## src/rtl/color_ident_encoder_if.sv

```systemverilog
// color_ident_encoder_if: table-write, request and response signals of the
// colour-to-ident encoder, grouped so producer and encoder share one bundle.
interface color_ident_encoder_if #(
  parameter int IDX_W   = 6,
  parameter int IDENT_W = 10,
  parameter int COLOR_W = 32
);
  logic               tbl_wr_en;
  logic [IDX_W-1:0]   tbl_wr_idx;
  logic [IDENT_W-1:0] tbl_wr_ident;
  logic [COLOR_W-1:0] tbl_wr_color;
  logic               tbl_clear;
  logic               tbl_wr_ready;
  logic               req_valid;
  logic               req_ready;
  logic [COLOR_W-1:0] req_color;
  logic               rsp_valid;
  logic               rsp_ready;
  logic [IDENT_W-1:0] rsp_ident;
  logic               rsp_hit;

  modport master (
    output tbl_wr_en, tbl_wr_idx, tbl_wr_ident, tbl_wr_color, tbl_clear,
    output req_valid, req_color, rsp_ready,
    input  tbl_wr_ready, req_ready, rsp_valid, rsp_ident, rsp_hit
  );

  modport slave (
    input  tbl_wr_en, tbl_wr_idx, tbl_wr_ident, tbl_wr_color, tbl_clear,
    input  req_valid, req_color, rsp_ready,
    output tbl_wr_ready, req_ready, rsp_valid, rsp_ident, rsp_hit
  );
endinterface

```

## src/rtl/color_ident_encoder.sv

```systemverilog
// color_ident_encoder: maps a resolved ARGB colour back to the CSS value ident
// of the first (lowest-index) matching entry of a software-loaded table.
// The table is scanned one entry per cycle; ident 0 in a response means "no name".
// Optional feature: define COLOR_IDENT_LAST_HIT_CACHE_EN to add a one-entry
// last-hit cache that answers a repeated colour without rescanning.
module color_ident_encoder #(
  parameter int DEPTH   = 40,
  parameter int IDX_W   = 6,
  parameter int IDENT_W = 10,
  parameter int COLOR_W = 32
) (
  input logic                  clk,
  input logic                  rst_n,
  color_ident_encoder_if.slave bus
);

  typedef enum logic [1:0] {ST_IDLE, ST_SCAN, ST_RESP} state_t;

  state_t             state_q, state_d;
  logic [IDX_W-1:0]   idx_q, idx_d;
  logic [COLOR_W-1:0] color_lat_q, color_lat_d;
  logic [IDENT_W-1:0] rsp_ident_q, rsp_ident_d;
  logic               rsp_hit_q, rsp_hit_d;

  // Table lives in flops so the scan compare can read an entry combinationally.
  logic [DEPTH-1:0]   ent_vld_q, ent_vld_d;
  logic [IDENT_W-1:0] ent_ident_q [DEPTH];
  logic [IDENT_W-1:0] ent_ident_d [DEPTH];
  logic [COLOR_W-1:0] ent_color_q [DEPTH];
  logic [COLOR_W-1:0] ent_color_d [DEPTH];

  logic is_idle;
  logic clr_acc;
  logic wr_acc;
  logic entry_match;
  logic last_entry;

  assign is_idle     = (state_q == ST_IDLE);
  assign clr_acc     = is_idle && bus.tbl_clear;
  assign wr_acc      = is_idle && bus.tbl_wr_en && !bus.tbl_clear &&
                       ({1'b0, bus.tbl_wr_idx} < (IDX_W+1)'(DEPTH));
  assign entry_match = ent_vld_q[idx_q] && (ent_color_q[idx_q] == color_lat_q);
  assign last_entry  = (idx_q == IDX_W'(DEPTH-1));

  assign bus.tbl_wr_ready = is_idle;
  assign bus.req_ready    = is_idle;
  assign bus.rsp_valid    = (state_q == ST_RESP);
  assign bus.rsp_ident    = rsp_ident_q;
  assign bus.rsp_hit      = rsp_hit_q;

`ifdef COLOR_IDENT_LAST_HIT_CACHE_EN
  logic               cache_vld_q, cache_vld_d;
  logic [COLOR_W-1:0] cache_color_q, cache_color_d;
  logic [IDENT_W-1:0] cache_ident_q, cache_ident_d;
  logic               cache_hit;

  // A table change in the acceptance cycle must not be bypassed by a stale cache line.
  assign cache_hit = cache_vld_q && !(clr_acc || wr_acc) && (bus.req_color == cache_color_q);
`endif

  // Next table contents: clear beats write; ident 0 stores the entry as invalid.
  always_comb begin
    ent_vld_d   = ent_vld_q;
    ent_ident_d = ent_ident_q;
    ent_color_d = ent_color_q;
    if (clr_acc) begin
      ent_vld_d = '0;
    end else if (wr_acc) begin
      ent_vld_d[bus.tbl_wr_idx]   = (bus.tbl_wr_ident != '0);
      ent_ident_d[bus.tbl_wr_idx] = bus.tbl_wr_ident;
      ent_color_d[bus.tbl_wr_idx] = bus.tbl_wr_color;
    end
  end

  // Next-state and response logic: accept in IDLE, walk the table in SCAN, hold in RESP.
  always_comb begin
    state_d     = state_q;
    idx_d       = idx_q;
    color_lat_d = color_lat_q;
    rsp_ident_d = rsp_ident_q;
    rsp_hit_d   = rsp_hit_q;
`ifdef COLOR_IDENT_LAST_HIT_CACHE_EN
    cache_vld_d   = cache_vld_q;
    cache_color_d = cache_color_q;
    cache_ident_d = cache_ident_q;
`endif
    case (state_q)
      ST_IDLE: begin
        if (bus.req_valid) begin
          color_lat_d = bus.req_color;
          idx_d       = '0;
`ifdef COLOR_IDENT_LAST_HIT_CACHE_EN
          if (cache_hit) begin
            state_d     = ST_RESP;
            rsp_hit_d   = 1'b1;
            rsp_ident_d = cache_ident_q;
          end else begin
            state_d = ST_SCAN;
          end
`else
          state_d = ST_SCAN;
`endif
        end
      end
      ST_SCAN: begin
        if (entry_match) begin
          state_d     = ST_RESP;
          rsp_hit_d   = 1'b1;
          rsp_ident_d = ent_ident_q[idx_q];
`ifdef COLOR_IDENT_LAST_HIT_CACHE_EN
          cache_vld_d   = 1'b1;
          cache_color_d = color_lat_q;
          cache_ident_d = ent_ident_q[idx_q];
`endif
        end else if (last_entry) begin
          state_d     = ST_RESP;
          rsp_hit_d   = 1'b0;
          rsp_ident_d = '0;
        end else begin
          idx_d = idx_q + 1'b1;
        end
      end
      ST_RESP: begin
        if (bus.rsp_ready) begin
          state_d = ST_IDLE;
        end
      end
      default: state_d = ST_IDLE;
    endcase
`ifdef COLOR_IDENT_LAST_HIT_CACHE_EN
    if (clr_acc || wr_acc) begin
      cache_vld_d = 1'b0;
    end
`endif
  end

  // Control and response registers; reset drops any transaction in flight.
  always_ff @(posedge clk or negedge rst_n) begin
    if (!rst_n) begin
      state_q     <= ST_IDLE;
      idx_q       <= '0;
      color_lat_q <= '0;
      rsp_ident_q <= '0;
      rsp_hit_q   <= 1'b0;
      ent_vld_q   <= '0;
    end else begin
      state_q     <= state_d;
      idx_q       <= idx_d;
      color_lat_q <= color_lat_d;
      rsp_ident_q <= rsp_ident_d;
      rsp_hit_q   <= rsp_hit_d;
      ent_vld_q   <= ent_vld_d;
    end
  end

  // Entry payload needs no reset: it is only observed through its valid bit.
  always_ff @(posedge clk) begin
    ent_ident_q <= ent_ident_d;
    ent_color_q <= ent_color_d;
  end

`ifdef COLOR_IDENT_LAST_HIT_CACHE_EN
  // Last-hit cache line, emptied by reset and by any accepted table change.
  always_ff @(posedge clk or negedge rst_n) begin
    if (!rst_n) begin
      cache_vld_q   <= 1'b0;
      cache_color_q <= '0;
      cache_ident_q <= '0;
    end else begin
      cache_vld_q   <= cache_vld_d;
      cache_color_q <= cache_color_d;
      cache_ident_q <= cache_ident_d;
    end
  end
`endif

endmodule

```

## src/flat_wrapper.sv

```systemverilog
// flat-port wrapper written by rule: the top's interface ports become plain ports
module color_ident_encoder_flat 
#(
  parameter int DEPTH   = 40,
  parameter int IDX_W   = 6,
  parameter int IDENT_W = 10,
  parameter int COLOR_W = 32
)
  (clk, rst_n, bus_tbl_wr_en, bus_tbl_wr_idx, bus_tbl_wr_ident, bus_tbl_wr_color, bus_tbl_clear, bus_req_valid, bus_req_color, bus_rsp_ready, bus_tbl_wr_ready, bus_req_ready, bus_rsp_valid, bus_rsp_ident, bus_rsp_hit);
  color_ident_encoder_if #(.IDX_W(IDX_W), .IDENT_W(IDENT_W), .COLOR_W(COLOR_W)) bus_i ();
  input logic clk;
  input logic rst_n;
  input wire logic [$bits(bus_i.tbl_wr_en)-1:0] bus_tbl_wr_en;
  input wire logic [$bits(bus_i.tbl_wr_idx)-1:0] bus_tbl_wr_idx;
  input wire logic [$bits(bus_i.tbl_wr_ident)-1:0] bus_tbl_wr_ident;
  input wire logic [$bits(bus_i.tbl_wr_color)-1:0] bus_tbl_wr_color;
  input wire logic [$bits(bus_i.tbl_clear)-1:0] bus_tbl_clear;
  input wire logic [$bits(bus_i.req_valid)-1:0] bus_req_valid;
  input wire logic [$bits(bus_i.req_color)-1:0] bus_req_color;
  input wire logic [$bits(bus_i.rsp_ready)-1:0] bus_rsp_ready;
  output wire logic [$bits(bus_i.tbl_wr_ready)-1:0] bus_tbl_wr_ready;
  output wire logic [$bits(bus_i.req_ready)-1:0] bus_req_ready;
  output wire logic [$bits(bus_i.rsp_valid)-1:0] bus_rsp_valid;
  output wire logic [$bits(bus_i.rsp_ident)-1:0] bus_rsp_ident;
  output wire logic [$bits(bus_i.rsp_hit)-1:0] bus_rsp_hit;
  assign bus_i.tbl_wr_en = bus_tbl_wr_en;
  assign bus_i.tbl_wr_idx = bus_tbl_wr_idx;
  assign bus_i.tbl_wr_ident = bus_tbl_wr_ident;
  assign bus_i.tbl_wr_color = bus_tbl_wr_color;
  assign bus_i.tbl_clear = bus_tbl_clear;
  assign bus_i.req_valid = bus_req_valid;
  assign bus_i.req_color = bus_req_color;
  assign bus_i.rsp_ready = bus_rsp_ready;
  assign bus_tbl_wr_ready = bus_i.tbl_wr_ready;
  assign bus_req_ready = bus_i.req_ready;
  assign bus_rsp_valid = bus_i.rsp_valid;
  assign bus_rsp_ident = bus_i.rsp_ident;
  assign bus_rsp_hit = bus_i.rsp_hit;
  color_ident_encoder #(.DEPTH(DEPTH), .IDX_W(IDX_W), .IDENT_W(IDENT_W), .COLOR_W(COLOR_W)) u_core (.clk(clk), .rst_n(rst_n), .bus(bus_i));
endmodule
```

## config.mk

```make
export PLATFORM = sky130hd
export DESIGN_NAME = color_ident_encoder_flat
export DESIGN_NICKNAME = d
export VERILOG_FILES = /design/src/rtl/color_ident_encoder_if.sv /design/src/rtl/color_ident_encoder.sv /design/src/flat_wrapper.sv
export SDC_FILE = /design/constraint.sdc
export NUM_CORES = 2
export LEC_CHECK = 0
export ABC_AREA = 1
export BUFFER_PORTS_ARGS = -buffer_cell sky130_fd_sc_hd__clkbuf_2
export CORE_MARGIN = 10
export CORE_UTILIZATION = 50
export DETAILED_ROUTE_END_ITERATION = 12
export GPL_TIMING_DRIVEN = 0
export PLACE_DENSITY = 0.63
export SKIP_LAST_GASP = 1
export SYNTH_ARGS = -nofsm -noshare
export SYNTH_HDL_FRONTEND = slang
export SYNTH_SLANG_ARGS = --single-unit
```

## constraint.sdc

```tcl
create_clock -name clk -period 5.97 [get_ports clk]
set_clock_uncertainty 0.15 [all_clocks]
set_input_delay 0 -clock clk [delete_from_list [all_inputs] [get_ports clk]]
set_output_delay 0 -clock clk [all_outputs]
set_load 0.05 [all_outputs]
```

==> results.json <==
{
  "design_power_total_mw": 39.0,
  "root_buffer": "sky130_fd_sc_hd__clkbuf_16",
  "post_place_instance_area_mm2": 0.0764,
  "place.detailed.hpwl_mm": 173,
  "startpoint_of_the_lowest_slack_register_to_register_path": "u_core.idx_q[2]$_DFFE_PN0P_",
  "cts_max_level": 4,
  "synth_largest_area_cell": "sky130_fd_sc_hd__edfxtp_1",
  "io-pin-count": 100,
  "final_nets": 6507,
  "slew_violations": 0,
  "hold_ws_ns": 0.0256,
  "numPortBuffers": 99,
  "power_density_mw_per_mm2": 469,
  "grt_remaining_overflow": 0,
  "path_buf_inv": 4,
  "critical-path-top-delay-family": "simple AND/OR/NAND/NOR gates",
  "postSynthAreaPerCell_um2": 12.1,
  "crit_top_cell": "sky130_fd_sc_hd__nand2_1",
  "clock_latency_ns": 0.83,
  "timing.final.setup_violations": 0,
  "power.static_leakage_nw": 30.2,
  "ff2ff_setup_slack_ns": 0.77,
  "drt-initial-drc-count": 8273,
  "critPathCapture": "u_core.bus.rsp_ident[8]$_DFFE_PN0P_",
  "holdCritPathClass": "primary input to flop",
  "timing.fmax_ghz": 0.192,
  "min_delay_path_depth": 1,
  "worstSetupStartpoint": "u_core.idx_q[2]$_DFFE_PN0P_",
  "drc_errors": 0,
  "cts-resized-gates": 0,
  "synthCells": 5936,
  "fin_area_mm2": 0.0831,
  "die-height_um": 398,
  "multi_input_area_mm2": 0.0170,
  "preCtsSetupSlack_ns": 1.05,
  "critical_path.slowest_cell": "sky130_fd_sc_hd__clkbuf_1",
  "fin_ws_ns": 0.775,
  "rsz0062_at_grt": "no",
  "maxCapViolations": 0,
  "route.final.wire_length_mm": 262,
  "gpl.final_weighted_congestion": 0.920,
  "crit_fanout": 10,
  "clk_pin_slew_worst_paths_ns": 0.06,
  "critical_path_required_ns": 6.51,
  "slew_headroom_pct": 14.3,
  "count_of_different_cell_masters_after_synthesis": 44,
  "synth_top_cells_by_area": "sky130_fd_sc_hd__edfxtp_1 71%, sky130_fd_sc_hd__nand2_1 10%, sky130_fd_sc_hd__nand3_1 4.6%",
  "via_count": 52200,
  "number_of_global_route_vias_before_repair": 49500,
  "final.period_utilization_pct": 87.0,
  "placeableCoreArea_mm2": 0.142,
  "global_route.usage.total_pct": 32.4,
  "worstMarginPinSlew_ns": 1.29,
  "worst-path-stages": 19,
  "cts-hold-fix-buffers": 124,
  "crit_path_cell_chain": "inv_2 -> buf_2 -> clkbuf_1 -> nand3_1 -> nand3_1 -> nand3_1 -> nand2_1 -> nand2_1 -> nand2_1 -> nand2_1 -> nand2_1 -> nand2_1 -> nor2_1 -> nand2_1 -> nor2_1 -> nand4_1 -> buf_2 -> nand3_1 -> nand2_1",
  "die-width_um": 398,
  "vias_per_cell": 6.16,
  "drive_gt1_share_pct": 10.7,
  "cts_num_sinks": 1771,
  "dr.pass1.iters": 8,
  "ff_latch_area_mm2": 0.0527,
  "drtAntennaViolNets": 0,
  "flow.area_growth_from_synthesis_pct": 16.2,
  "layout.filler_cells": 11400,
  "ff2ff_path_depth": 19,
  "hold_violations": 0,
  "crit_type": "flop to flop",
  "maximum_number_of_pins_on_one_net_before_global_route_repair": 60,
  "postCtsSetupBuffers": 0,
  "die-area_mm2": 0.159,
  "netlist_area_mm2": 0.0715,
  "worstSetupStartpointType": "flop",
  "synth-seq-cells": 1771,
  "tritoncts": "built",
  "critical_path_end_type": "flop",
  "initial_antenna_violation_count": 9,
  "finish.utilization_pct": 58.6,
  "wire_per_inst_um": 30.9,
  "finalWorstPathRequiredPeriod_ns": 5.20,
  "peakVddDrop_uv": 310,
  "worst-endpoint-arrival_ns": 5.74,
  "syn_nets": 6023,
  "grt_first_pass_wirelength_mm": 366,
  "synth.top_cell.area_share_pct": 70.5,
  "cts-buffers-inserted": 180,
  "synth_seq_area_share_pct": 73.7,
  "cp_slowest_stage_delay_ns": 0.85,
  "worstReg2RegEnd": "u_core.bus.rsp_ident[8]$_DFFE_PN0P_",
  "ctsLongestPathBuffers": 3,
  "initial_utilization_pct": 50.4,
  "run_status": "completed",
  "num_rows": 138,
  "yosys_warns": 0
}
metal layers:
| metal | GRT usage, % | up-vias | routed length (µm) |
|---|---|---|---|
| li1 | - | 22200 | - |
| met3 | 7.19 | 725 | 31600 |
| met2 | 50.2 | 3815 | 119000 |
| met1 | 42.2 | 25400 | 94700 |
| met5 | 0.363 | - | 113 |
| met4 | 18.1 | 8 | 16900 |
layout make-up:
class	instances	share of cell area [%]
plain buffers	372	2.22
multi-input cells	3721	20.5
diodes	6	0.0181
repair buffers	302	4.10
clock inverters	88	0.835
inverters	72	0.328
well taps	1890	2.84
flip-flops and latches	1771	63.4
clock buffers	242	5.79
report_power, final:
group / internal (mW) / switching (mW)
registers: 13.7 / 0.106
logic: 3.40 / 11.0
clock network: 6.00 / 4.83
total: 23.1 / 15.9
metrics by stage:
step	setup TNS (ns)	cells
3_5_place_dp	0	8004
4_1_cts	0	8458
2_1_floorplan	0	5936
3_3_place_gp	-1533.28	7925
5_1_grt	0	8459
6_report	0	8464
cells by family (layout without fill, tap and decap cells):
| logic type | count (synthesis) | count (layout) | synth area share (%) |
|---|---|---|---|
| flops | 1771 | 1771 | 73.7 |
| compound gates | 777 | 777 | 6.57 |
| fa+ha+maj | 1 | 1 | 0.0175 |
| mux | 1 | 1 | 0.0157 |
| other cells | 0 | 6 | 0 |
| simple gates | 2942 | 2942 | 16.7 |
| buf+inv | 444 | 1076 | 2.96 |
how the worst min path moves through the flow:
stage / from / end
after floorplan: rst_n / u_core.bus.rsp_hit$_DFFE_PN0P_
after global placement: bus_rsp_ready / u_core.state_q[1]$_DFFE_PN0P_
after detailed placement: rst_n / u_core.color_lat_q[31]$_DFFE_PN0P_
after CTS: bus_tbl_wr_color[16] / u_core.ent_color_q[368]$_DFFE_PP_
after global routing: bus_tbl_wr_color[25] / u_core.ent_color_q[665]$_DFFE_PP_
final: bus_tbl_wr_color[25] / u_core.ent_color_q[729]$_DFFE_PP_
registers in the layout, indices dropped and copies added, names as in the netlist:
signal and cells:
u_core.ent_vld_q 40, u_core.ent_ident_q 400, u_core.bus.rsp_hit 1, u_core.idx_q 6, u_core.ent_color_q 1280, u_core.state_q 2, u_core.bus.rsp_ident 10, u_core.color_lat_q 32
layout by cell type (no fill, tap or decap), drive strengths merged, types with 30 or more instances in the layout:
| master | n |
|---|---|
| a21oi | 334 |
| o211ai | 44 |
| clkinv | 70 |
| inv | 76 |
| nor2 | 315 |
| o21ai | 174 |
| nand3 | 653 |
| dfrtp | 91 |
| edfxtp | 1680 |
| a211oi | 40 |
| buf | 338 |
| clkbuf | 455 |
| o311ai | 30 |
| o22ai | 32 |
| nand2 | 1929 |
| o221ai | 49 |
| dlygate4sd3 | 123 |
worst reg2reg max path: stages, from the launching register on:
cell and delay (ns):
sky130_fd_sc_hd__dfrtp_1 0.39, sky130_fd_sc_hd__inv_2 0.40, sky130_fd_sc_hd__buf_2 0.56, sky130_fd_sc_hd__clkbuf_1 0.86, sky130_fd_sc_hd__nand3_1 0.16, sky130_fd_sc_hd__nand3_1 0.21
sky130_fd_sc_hd__nand3_1 0.15, sky130_fd_sc_hd__nand2_1 0.32, sky130_fd_sc_hd__nand2_1 0.15, sky130_fd_sc_hd__nand2_1 0.09, sky130_fd_sc_hd__nand2_1 0.05, sky130_fd_sc_hd__nand2_1 0.14
sky130_fd_sc_hd__nand2_1 0.07, sky130_fd_sc_hd__nor2_1 0.18, sky130_fd_sc_hd__nand2_1 0.08, sky130_fd_sc_hd__nor2_1 0.39, sky130_fd_sc_hd__nand4_1 0.29, sky130_fd_sc_hd__buf_2 0.27
sky130_fd_sc_hd__nand3_1 0.10, sky130_fd_sc_hd__nand2_1 0.07
synth_stat cells:
cell / instances
sky130_fd_sc_hd__a31oi_1: 1
sky130_fd_sc_hd__buf_6: 6
sky130_fd_sc_hd__nand3_1: 653
sky130_fd_sc_hd__buf_1: 19
sky130_fd_sc_hd__o221ai_1: 49
sky130_fd_sc_hd__a32o_1: 18
sky130_fd_sc_hd__inv_4: 1
sky130_fd_sc_hd__or4_1: 1
sky130_fd_sc_hd__o21ai_0: 160
sky130_fd_sc_hd__mux2_2: 1
sky130_fd_sc_hd__ha_1: 1
sky130_fd_sc_hd__nand2_2: 3
sky130_fd_sc_hd__clkbuf_1: 114
sky130_fd_sc_hd__nor3_4: 1
sky130_fd_sc_hd__o22ai_1: 32
sky130_fd_sc_hd__o311ai_1: 1
sky130_fd_sc_hd__a22oi_1: 20
sky130_fd_sc_hd__nor3_1: 15
sky130_fd_sc_hd__o2111a_1: 1
sky130_fd_sc_hd__o311ai_0: 29
sky130_fd_sc_hd__a221o_1: 13
sky130_fd_sc_hd__edfxtp_1: 1680
sky130_fd_sc_hd__buf_4: 45
sky130_fd_sc_hd__o21ai_1: 14
sky130_fd_sc_hd__nor2_2: 1
sky130_fd_sc_hd__nand3b_1: 2
sky130_fd_sc_hd__clkinv_1: 1
sky130_fd_sc_hd__nor2_1: 314
sky130_fd_sc_hd__nand2_1: 1926
sky130_fd_sc_hd__nand4_1: 22
sky130_fd_sc_hd__o211ai_1: 44
sky130_fd_sc_hd__o21bai_1: 1
sky130_fd_sc_hd__o21a_1: 2
sky130_fd_sc_hd__or2_1: 1
sky130_fd_sc_hd__a21oi_1: 334
sky130_fd_sc_hd__a211oi_1: 40
sky130_fd_sc_hd__o31ai_1: 10
sky130_fd_sc_hd__inv_1: 65
sky130_fd_sc_hd__inv_2: 5
sky130_fd_sc_hd__buf_2: 188
sky130_fd_sc_hd__nor4_1: 2
sky130_fd_sc_hd__and2_1: 1
sky130_fd_sc_hd__a21boi_0: 8
sky130_fd_sc_hd__dfrtp_1: 91
No activity file was read; power rests on OpenSTA's default activity.
